--- config.mk ---
export PLATFORM = sky130hd
export DESIGN_NAME = shift_add_mul16_flat
export DESIGN_NICKNAME = d
export VERILOG_FILES = /design/src/rtl/mul_pkg.sv /design/src/rtl/shift_add_mul16_if.sv /design/src/rtl/CLA_16.sv /design/src/rtl/shift_add_mul16.sv /design/src/flat_wrapper.sv
export SDC_FILE = /design/constraint.sdc
export NUM_CORES = 1
export LEC_CHECK = 0
export BUFFER_PORTS_ARGS = -buffer_cell sky130_fd_sc_hd__buf_2
export CORE_MARGIN = 5
export CORE_UTILIZATION = 30
export CTS_CLUSTER_SIZE = 10
export DETAILED_ROUTE_END_ITERATION = 10
export PLACE_DENSITY = 0.54
export SLEW_MARGIN = 25
export SYNTH_ARGS = -nofsm -noshare
export SYNTH_HDL_FRONTEND = slang
export SYNTH_SLANG_ARGS = --single-unit
--- constraint.sdc ---
create_clock -name clk -period 5.5 [get_ports clk]
set_input_delay 0.825 -clock clk [delete_from_list [all_inputs] [get_ports clk]]
set_output_delay 0.825 -clock clk [all_outputs]
set_load 0.02 [all_outputs]
--- src/rtl/mul_pkg.sv ---
// Shared constants and state encoding for the sequential arithmetic units.
package mul_pkg;

  typedef enum logic [1:0] {
    IDLE = 2'd0,
    RUN  = 2'd1,
    DONE = 2'd2
  } state_t;

  localparam int MUL_ITER = 16;
  localparam int CNT_W    = 5;

endpackage

--- src/rtl/shift_add_mul16_if.sv ---
// Start/busy/done handshake plus operand and product buses of the multiplier.
interface shift_add_mul16_if;
  logic        start;
  logic [15:0] X;
  logic [15:0] Y;
  logic        busy;
  logic        done;
  logic [31:0] P;

  modport master (output start, X, Y, input busy, done, P);
  modport slave  (input start, X, Y, output busy, done, P);
endinterface

--- src/rtl/CLA_16.sv ---
// 16-bit carry-lookahead adder: 4-bit lookahead groups, group carries from
// generate/propagate terms.
module CLA_16 (
  input  logic [15:0] a,
  input  logic [15:0] b,
  input  logic        cin,
  output logic [15:0] s,
  output logic        c
);
  logic [15:0] g;
  logic [15:0] p;
  logic [15:0] cy;
  logic [3:0]  gg;
  logic [3:0]  gp;
  logic [4:0]  cb;

  assign g = a & b;
  assign p = a ^ b;

  // Group generate/propagate, group carries, then per-bit carries inside each group.
  always_comb begin
    gg = '0;
    gp = '0;
    cb = '0;
    cy = '0;
    for (int k = 0; k < 4; k++) begin
      gg[k] = g[4*k+3]
            | (p[4*k+3] & g[4*k+2])
            | (p[4*k+3] & p[4*k+2] & g[4*k+1])
            | (p[4*k+3] & p[4*k+2] & p[4*k+1] & g[4*k]);
      gp[k] = p[4*k+3] & p[4*k+2] & p[4*k+1] & p[4*k];
    end
    cb[0] = cin;
    for (int k = 0; k < 4; k++) begin
      cb[k+1] = gg[k] | (gp[k] & cb[k]);
    end
    for (int k = 0; k < 4; k++) begin
      cy[4*k] = cb[k];
      for (int j = 1; j < 4; j++) begin
        cy[4*k+j] = g[4*k+j-1] | (p[4*k+j-1] & cy[4*k+j-1]);
      end
    end
  end

  assign s = p ^ cy;
  assign c = cb[4];
endmodule

--- src/rtl/shift_add_mul16.sv ---
// Sequential 16x16 unsigned shift-and-add multiplier built around one CLA_16.
module shift_add_mul16
  import mul_pkg::*;
(
  input logic             clk,
  input logic             rst_n,
  shift_add_mul16_if.slave bus
);
  state_t           state_q, state_d;
  logic [CNT_W-1:0] cnt_q, cnt_d;
  logic [15:0]      a_q, a_d;
  logic [15:0]      h_q, h_d;
  logic [15:0]      q_q, q_d;
  logic [31:0]      p_q, p_d;
  logic [15:0]      sum;
  logic             carry;

  CLA_16 u_cla (
    .a   (h_q),
    .b   (a_q),
    .cin (1'b0),
    .s   (sum),
    .c   (carry)
  );

  // Next-state, counter and datapath shift; P is captured on entry to DONE.
  always_comb begin
    state_d = state_q;
    cnt_d   = cnt_q;
    a_d     = a_q;
    h_d     = h_q;
    q_d     = q_q;
    p_d     = p_q;
    unique case (state_q)
      IDLE: begin
        if (bus.start) begin
          a_d     = bus.X;
          h_d     = '0;
          q_d     = bus.Y;
          cnt_d   = '0;
          state_d = RUN;
        end
      end
      RUN: begin
        // The adder carry becomes the new MSB of H, so no bit of the product is lost.
        if (q_q[0]) {h_d, q_d} = {carry, sum, q_q[15:1]};
        else        {h_d, q_d} = {1'b0, h_q, q_q[15:1]};
        cnt_d = cnt_q + 1'b1;
        if (cnt_q == CNT_W'(MUL_ITER - 1)) begin
          state_d = DONE;
          p_d     = {h_d, q_d};
        end
      end
      DONE: state_d = IDLE;
      default: state_d = IDLE;
    endcase
  end

  // State and datapath registers with synchronous active-low reset.
  always_ff @(posedge clk) begin
    if (!rst_n) begin
      state_q <= IDLE;
      cnt_q   <= '0;
      a_q     <= '0;
      h_q     <= '0;
      q_q     <= '0;
      p_q     <= '0;
    end else begin
      state_q <= state_d;
      cnt_q   <= cnt_d;
      a_q     <= a_d;
      h_q     <= h_d;
      q_q     <= q_d;
      p_q     <= p_d;
    end
  end

  assign bus.busy = (state_q != IDLE);
  assign bus.done = (state_q == DONE);
  assign bus.P    = p_q;
endmodule

--- src/flat_wrapper.sv ---
// flat-port wrapper written by rule: the top's interface ports become plain ports
module shift_add_mul16_flat import mul_pkg::*;
  (clk, rst_n, bus_start, bus_X, bus_Y, bus_busy, bus_done, bus_P);
  shift_add_mul16_if bus_i ();
  input logic clk;
  input logic rst_n;
  input wire logic [$bits(bus_i.start)-1:0] bus_start;
  input wire logic [$bits(bus_i.X)-1:0] bus_X;
  input wire logic [$bits(bus_i.Y)-1:0] bus_Y;
  output wire logic [$bits(bus_i.busy)-1:0] bus_busy;
  output wire logic [$bits(bus_i.done)-1:0] bus_done;
  output wire logic [$bits(bus_i.P)-1:0] bus_P;
  assign bus_i.start = bus_start;
  assign bus_i.X = bus_X;
  assign bus_i.Y = bus_Y;
  assign bus_busy = bus_i.busy;
  assign bus_done = bus_i.done;
  assign bus_P = bus_i.P;
  shift_add_mul16 u_core (.clk(clk), .rst_n(rst_n), .bus(bus_i));
endmodule
==> impl_results.md, run 1 <==
- Max cap viols: 0
- Hold Crit Endpoint: u_core.cnt_q[3]
- IO Port Bufs: 68
- CP Launch Type: register
- Setup-failing EPs final: 0
- Largest net degree at the start of global routing: 66
- Worst skew pair latency: 0.34 ns
- Period utilization: 0.652
- Die footprint: 16600 um^2
- Hold Fails Final Rpt: 0
- Die H: 129 um
- GR Overflow Total: 0
- Mapped Area: 4230 um^2
- DRT Wirelength: 10.1 mm
- Critical path, cell by cell: ha_1, nand2_1, o21a_1, o221a_1, o31a_1, fa_1, fa_1, inv_1, fa_1, mux2i_1, nor2_1, o21a_1
- Worst Min Path Start: u_core.cnt_q[3]
- Fin. max-slew vios: 0
- CP top delay family: adder cells
- Fin nets: 623
- Worst hold path class: register to register
- Reg-to-Reg Start: u_core.h_q[3]
- Worst r2r dst: u_core.h_q[13]
- Post-Route Setup TNS: 0 ns
- Total GRT Usage: 0.125
- DP HPWL: 6.91 mm
- Unique masters post-synth: 32
- Critical Path Start: u_core.h_q[3]
- Total CTS buffers: 9
- PD cells: 279 nW/um^2
- Kind of critical path: register to register
- DR DRC count: 0
- CTS sink count: 87
- # IOs: 69
- Die W: 129 um
- Peak VDD IR: 0.000133 V
- Worst setup margin: 1.91 ns
- Crit path time final: 3.59 ns
- Routed Antenna Nets: 0
- DRT iter0 DRCs: 186
- Power Total: 1.39 mW
- CTS clk-pin slew, worst paths: 0.06 ns
- CTS H-tree depth: 3
- Vias/cell: 4.69
- Pre-CTS WS: 1.91 ns
- Post-CTS Repair Setup Buffers: 0
- Mapped Cells: 510
- Synthesized flop and latch total: 87
- Final GP Congestion: 0.793
- CTS resizes: 0
- Most common cell on crit path: fa_1
- Largest fanout on the critical path: 3
- Layout Skew: 0.00577 ns
- R2R cell count: 12
- Status: finished, final reports clean
- CP max-delay cell: fa_1
- Max-slew headroom: 0.512
- First-pass GRT wire length: 16.4 mm
- CP peak stage delay: 0.46 ns
- Max Used Layer: met4
- Metal-1 WL: 4.72 mm
- Root Buffer: clkbuf_16
- Critical path capture point type: register
- F_max: 279 MHz
- Met3 wire length: 478 um
- Metal2 WL: 4.74 mm
- Post-Syn Nets: 574
- N_diodes: 0
- WHS: 0.456 ns
- Synth warnings: 0
- Row count: 43
- Share of layout cells above drive strength 1: 0.168
- P_leak: 2.20 nW
- Total core area: 13800 um^2
- First drt pass iteration count: 6
- Unrepaired setup endpoints after global routing: no
- Initial antenna violation count: 0
- TritonCTS clock tree: built
- Syn avg cell area: 8.28 um^2
- Least-Margin Pin Slew: 0.732 ns
- Required @ worst endpoint: 5.73 ns
- Clock buffer depth: 2
- Hold Path Depth: 1
- Cts hold-fix bufs: 0
- Reg2Reg Setup Slack: 1.91 ns
- Number of global-route vias before repair: 3278
- Area delta synth->final: 18.0%
- Initial core utilization: 0.306
- Arrival time worst endpoint: 3.82 ns
- Routed via count: 3488
- Worst path bufs/invs: 1
- Wire per inst: 13.6 um
- Sequential share of the synthesized area: 0.412
## worst max-delay path by stage
stage	endpoint	slack [ns]	depth (start not counted)
floorplan	u_core.h_q[13]	2.16	12
global placement	u_core.h_q[13]	2.02	12
detailed placement	u_core.h_q[13]	1.91	12
CTS	u_core.h_q[13]	1.90	12
global route	u_core.h_q[13]	1.72	12
finish	u_core.h_q[13]	1.91	12
## metal layers
metal  track usage  vias up
met1         0.165     1624
met2         0.202       61
met5             0        -
met4        0.0500        0
li1              -     1793
met3        0.0237       10
## area by class of cell
cell class	count	area (um^2)
Clock buffer	10	239
Clock inverter	6	42.5
Fill cell	1444	8840
Inverter	24	90.1
Multi-Input combinational cell	363	2260
Sequential cell	87	1740
Tap cell	180	225
Timing Repair Buffer	74	385
## cells in the mapped netlist, drive strengths merged
| cell type | number | area [um^2] |
|---|---|---|
| a211oi | 1 | 7.51 |
| a21boi | 32 | 240 |
| a21o | 1 | 7.51 |
| a21oi | 10 | 50.1 |
| a221oi | 1 | 8.76 |
| a32oi | 1 | 8.76 |
| and2 | 25 | 156 |
| and3 | 3 | 18.8 |
| buf | 9 | 40.0 |
| clkbuf | 27 | 101 |
| dfxtp | 87 | 1740 |
| fa | 11 | 220 |
| ha | 18 | 225 |
| inv | 24 | 90.1 |
| mux2i | 5 | 50.1 |
| nand2 | 127 | 477 |
| nand2b | 1 | 6.26 |
| nand3 | 32 | 160 |
| nand4 | 1 | 6.26 |
| nor2 | 12 | 45.0 |
| nor2b | 4 | 25.0 |
| nor3 | 4 | 20.0 |
| nor3b | 1 | 7.51 |
| o211a | 20 | 200 |
| o21a | 6 | 45.0 |
| o21ai | 38 | 190 |
| o221a | 1 | 11.3 |
| o31a | 1 | 8.76 |
| o31ai | 2 | 15.0 |
| or2 | 1 | 6.26 |
| xnor2 | 4 | 35.0 |
## kinds of logic after synthesis
| kind of cell | Yosys count | share of synthesized area |
|---|---|---|
| compound gates | 114 | 0.188 |
| xor+xnor | 4 | 0.00829 |
| fa+ha+maj | 29 | 0.105 |
| buf+inv | 60 | 0.0548 |
| flops | 87 | 0.412 |
| mux | 5 | 0.0118 |
| simple gates | 211 | 0.220 |
## power breakdown
part	internal (mW)	switching (mW)
combinational	0.0557	0.0821
clock	0.320	0.256
sequential	0.654	0.0245
total	1.03	0.363
## cells in the final DEF, fill, tap and decap left out, types with 2 or more instances in the layout
| master | n |
|---|---|
| o21ai_0 | 38 |
| xnor2_1 | 4 |
| and3_1 | 3 |
| o211a_1 | 20 |
| nor2_1 | 12 |
| buf_4 | 6 |
| ha_1 | 18 |
| a21boi_0 | 32 |
| o21a_1 | 6 |
| clkinv_2 | 2 |
| nand2_1 | 127 |
| inv_1 | 24 |
| dfxtp_1 | 86 |
| fa_1 | 11 |
| mux2i_1 | 5 |
| o31ai_1 | 2 |
| clkinvlp_4 | 2 |
| nand3_1 | 32 |
| nor2b_1 | 4 |
| nor3_1 | 4 |
| inv_6 | 2 |
| a21oi_1 | 10 |
| and2_1 | 24 |
| clkbuf_16 | 9 |
| buf_2 | 68 |
## sequential cells by signal, summed over array words and instances, names as in the netlist
register,cells
u_core.q_q,16
u_core.a_q,16
u_core.h_q,16
u_core.state_q,2
u_core.cnt_q,5
u_core.bus.P,32
## worst register-to-register path, cell delays in order, from the launching register on
cell and delay (ns):
dfxtp_1 0.32, ha_1 0.33, nand2_1 0.06, o21a_1 0.22, o221a_1 0.32, o31a_1 0.36, fa_1 0.46, fa_1 0.44
inv_1 0.09, fa_1 0.38, mux2i_1 0.22, nor2_1 0.07, o21a_1 0.20
## per-stage QoR
stage	cells	area (um^2)	util
3_5_place_dp	728	4700	0.340
5_1_grt	744	4990	0.361
6_report	744	4990	0.361
3_3_place_gp	728	4700	0.340
4_1_cts	744	4990	0.361
2_1_floorplan	510	4230	-
Note: power is estimated with default switching activity, not from simulation.
==> run 2: changes to the inputs <==
clock period = 3.45 ns   (was 5.5 ns; I/O delays follow)
==> run 2 against run 1 <==
Routed wire length up 1.6%. First-iteration DRC count shrank 0.54%. Core utilization grew 0.67 points. Non-clock buffer count grew 7. Die area stayed put. Critical path depth unchanged. Sequential power grew 58%. Setup slack got worse by 1.7 ns. Clock skew increased by 0.0023 ns. Design area up 1.9%. Clock power rose by 73%. Critical path type unchanged. Highest routed layer unchanged.
==> impl_results.md, run 2 (synthesis gave the netlist of run 1 again) <==
- DP HPWL: 7.15 mm (+3.5%)
- Least-Margin Pin Slew: 0.712 ns (-0.0196 ns)
- CP Launch Type: register
- Die W: 129 um (unchanged)
- DRT Wirelength: 10.2 mm (+1.6%)
- DRT iter0 DRCs: 185 (-0.54%)
- First drt pass iteration count: 4 (-2)
- CTS H-tree depth: 3 (unchanged)
- Total GRT Usage: 0.128 (+0.00281)
- N_diodes: 0 (unchanged)
- IO Port Bufs: 68 (unchanged)
- Clock buffer depth: 2 (unchanged)
- Fin. max-slew vios: 0 (unchanged)
- Row count: 43 (unchanged)
- Status: finished, final reports clean
- Initial antenna violation count: 0 (unchanged)
- Max cap viols: 0 (unchanged)
- Max-slew headroom: 0.525 (+0.0131)
- Post-CTS Repair Setup Buffers: 0 (unchanged)
- Post-Route Setup TNS: 0 ns (unchanged)
- GR Overflow Total: 0 (unchanged)
- F_max: 305 MHz (+9.3%)
- Largest fanout on the critical path: 3 (unchanged)
- Die footprint: 16600 um^2 (unchanged)
- Filler Cell Count: 1429 (-1.0%)
- PD cells: 453 nW/um^2 (+62%)
- CTS clk-pin slew, worst paths: 0.07 ns (about the same)
- Total core area: 13800 um^2 (unchanged)
- Wire per inst: 13.6 um (+0.63%)
- Largest net degree at the start of global routing: 47 (-29%)
- TritonCTS clock tree: built
- Unrepaired setup endpoints after global routing: no
- Commonest cells after routing, fill and taps aside: nand2_1, dfxtp_1, buf_2, o21ai_0
- Total CTS buffers: 9 (unchanged)
- Required @ worst endpoint: 3.68 ns (-2.05 ns)
- Hold Path Depth: 3 (+2)
- First-pass GRT wire length: 17.1 mm (+3.7%)
- Period utilization: 0.951 (+0.299)
- DR DRC count: 0 (unchanged)
- Layout Skew: 0.00810 ns (+0.00232 ns)
- Register Area: 1740 um^2 (about the same)
- Root Buffer: clkbuf_16
- Vias/cell: 4.69 (about the same)
- Worst r2r dst: u_core.h_q[13]
- Setup-failing EPs final: 0 (unchanged)
- Share of layout cells above drive strength 1: 0.182 (+0.0137)
- R2R cell count: 12 (unchanged)
- Worst hold path class: input pin to register
- Area delta synth->final: 20.2%
- Reg2Reg Setup Slack: 0.17 ns (-1.74 ns)
- Final GP Congestion: 0.801 (+1.1%)
- # IOs: 69 (unchanged)
- Routed Antenna Nets: 0 (unchanged)
- Reg-to-Reg Start: u_core.h_q[3]
- Fin nets: 630 (+1.1%)
- Kind of critical path: register to register
- Area of the multi-input gates: 2280 um^2 (+0.83%)
- Cts hold-fix bufs: 0 (unchanged)
- Peak VDD IR: 0.000221 V (+67%)
- Hold Fails Final Rpt: 0 (unchanged)
- Routed via count: 3522 (+0.97%)
- Crit path time final: 3.28 ns (-0.305 ns)
- WHS: 0.417 ns (-0.0391 ns)
- Worst skew pair latency: 0.34 ns (about the same)
- Commonest non-fill, non-tap cell in the layout: nand2_1
- CTS sink count: 87 (unchanged)
- Number of global-route vias before repair: 3470 (+5.9%)
- Critical path capture point type: register
- Arrival time worst endpoint: 3.51 ns (-0.31 ns)
- Worst setup path end: u_core.h_q[13]
- Critical Path Start: u_core.h_q[3]
- Largest register FFs: 32 (unchanged)
- P_leak: 2.24 nW (+2.1%)
- Die H: 129 um (unchanged)
- Initial core utilization: 0.306 (unchanged)
run 2: changes by cell type in the layout (fill, tap and decap cells not counted), moves of 2 or more:
cell        change
buf_4           +7
clkinv_4        +3
clkinvlp_4      -2
fa_1            -2
fa_2            +2
o21ai_0         -2
o21ai_1         +2
run 2: layout make-up:
cell class              instances  share of cell area
inverters                      24              0.0177
flip-flops and latches         87               0.343
multi-input cells             363               0.449
repair buffers                 81              0.0862
clock inverters                 7              0.0155
well taps                     180              0.0443
clock buffers                   9              0.0443
run 2: worst min-delay path by stage:
stage                    start         endpoint  slack [ns]
3_5_place_dp   u_core.cnt_q[3]  u_core.cnt_q[3]        0.45
4_1_cts              bus_X[15]   u_core.a_q[15]        0.41
2_1_floorplan  u_core.cnt_q[3]  u_core.cnt_q[3]        0.41
5_1_grt              bus_X[15]   u_core.a_q[15]        0.42
6_report              bus_X[8]    u_core.a_q[8]        0.42
3_3_place_gp   u_core.cnt_q[3]  u_core.cnt_q[3]        0.43
run 2: power breakdown:
group | switching [mW] | total (mW) | leakage (nW) | internal, mW
Sequential | 0.0306 | 1.07 | 0.708 | 1.04
Combinational | 0.141 | 0.234 | 1.38 | 0.0927
Clock | 0.425 | 0.994 | 0.150 | 0.569
run 2: layer usage:
layer,share of wire,GRT usage
met3,0.036,0.0311
met4,0.019,0.0482
met2,0.48,0.209
met5,0,0
met1,0.46,0.164
run 2: per-stage QoR:
| stage | area (um^2) | setup WS (ns) | total power, mW | instances | utilization |
|---|---|---|---|---|---|
| final | 5080 | 0.170 | 2.30 | 751 | 0.367 |
| after global routing | 5080 | 0.000372 | 2.41 | 751 | 0.367 |
| after CTS | 5070 | 0.0332 | 2.34 | 751 | 0.367 |
| after detailed placement | 4760 | 0.00382 | 1.33 | 735 | 0.344 |
| after global placement | 4750 | 0.0534 | 1.32 | 735 | 0.344 |
| after floorplan | 4230 | 0.109 | 1.25 | 510 | - |
run 2: timing repair:
item	CTS	global route
resized for setup	1	4
setup endpoints to repair	1	8
pin swaps	0	2
run 2: critical path: stages, from the launching register on:
cell	delay [ns]
dfxtp_1	0.35
ha_4	0.29
nand2_1	0.05
o21a_1	0.20
o221a_1	0.27
o31a_1	0.29
fa_2	0.40
fa_1	0.42
inv_1	0.08
fa_1	0.38
mux2i_1	0.18
nor2_1	0.06
o21a_1	0.21
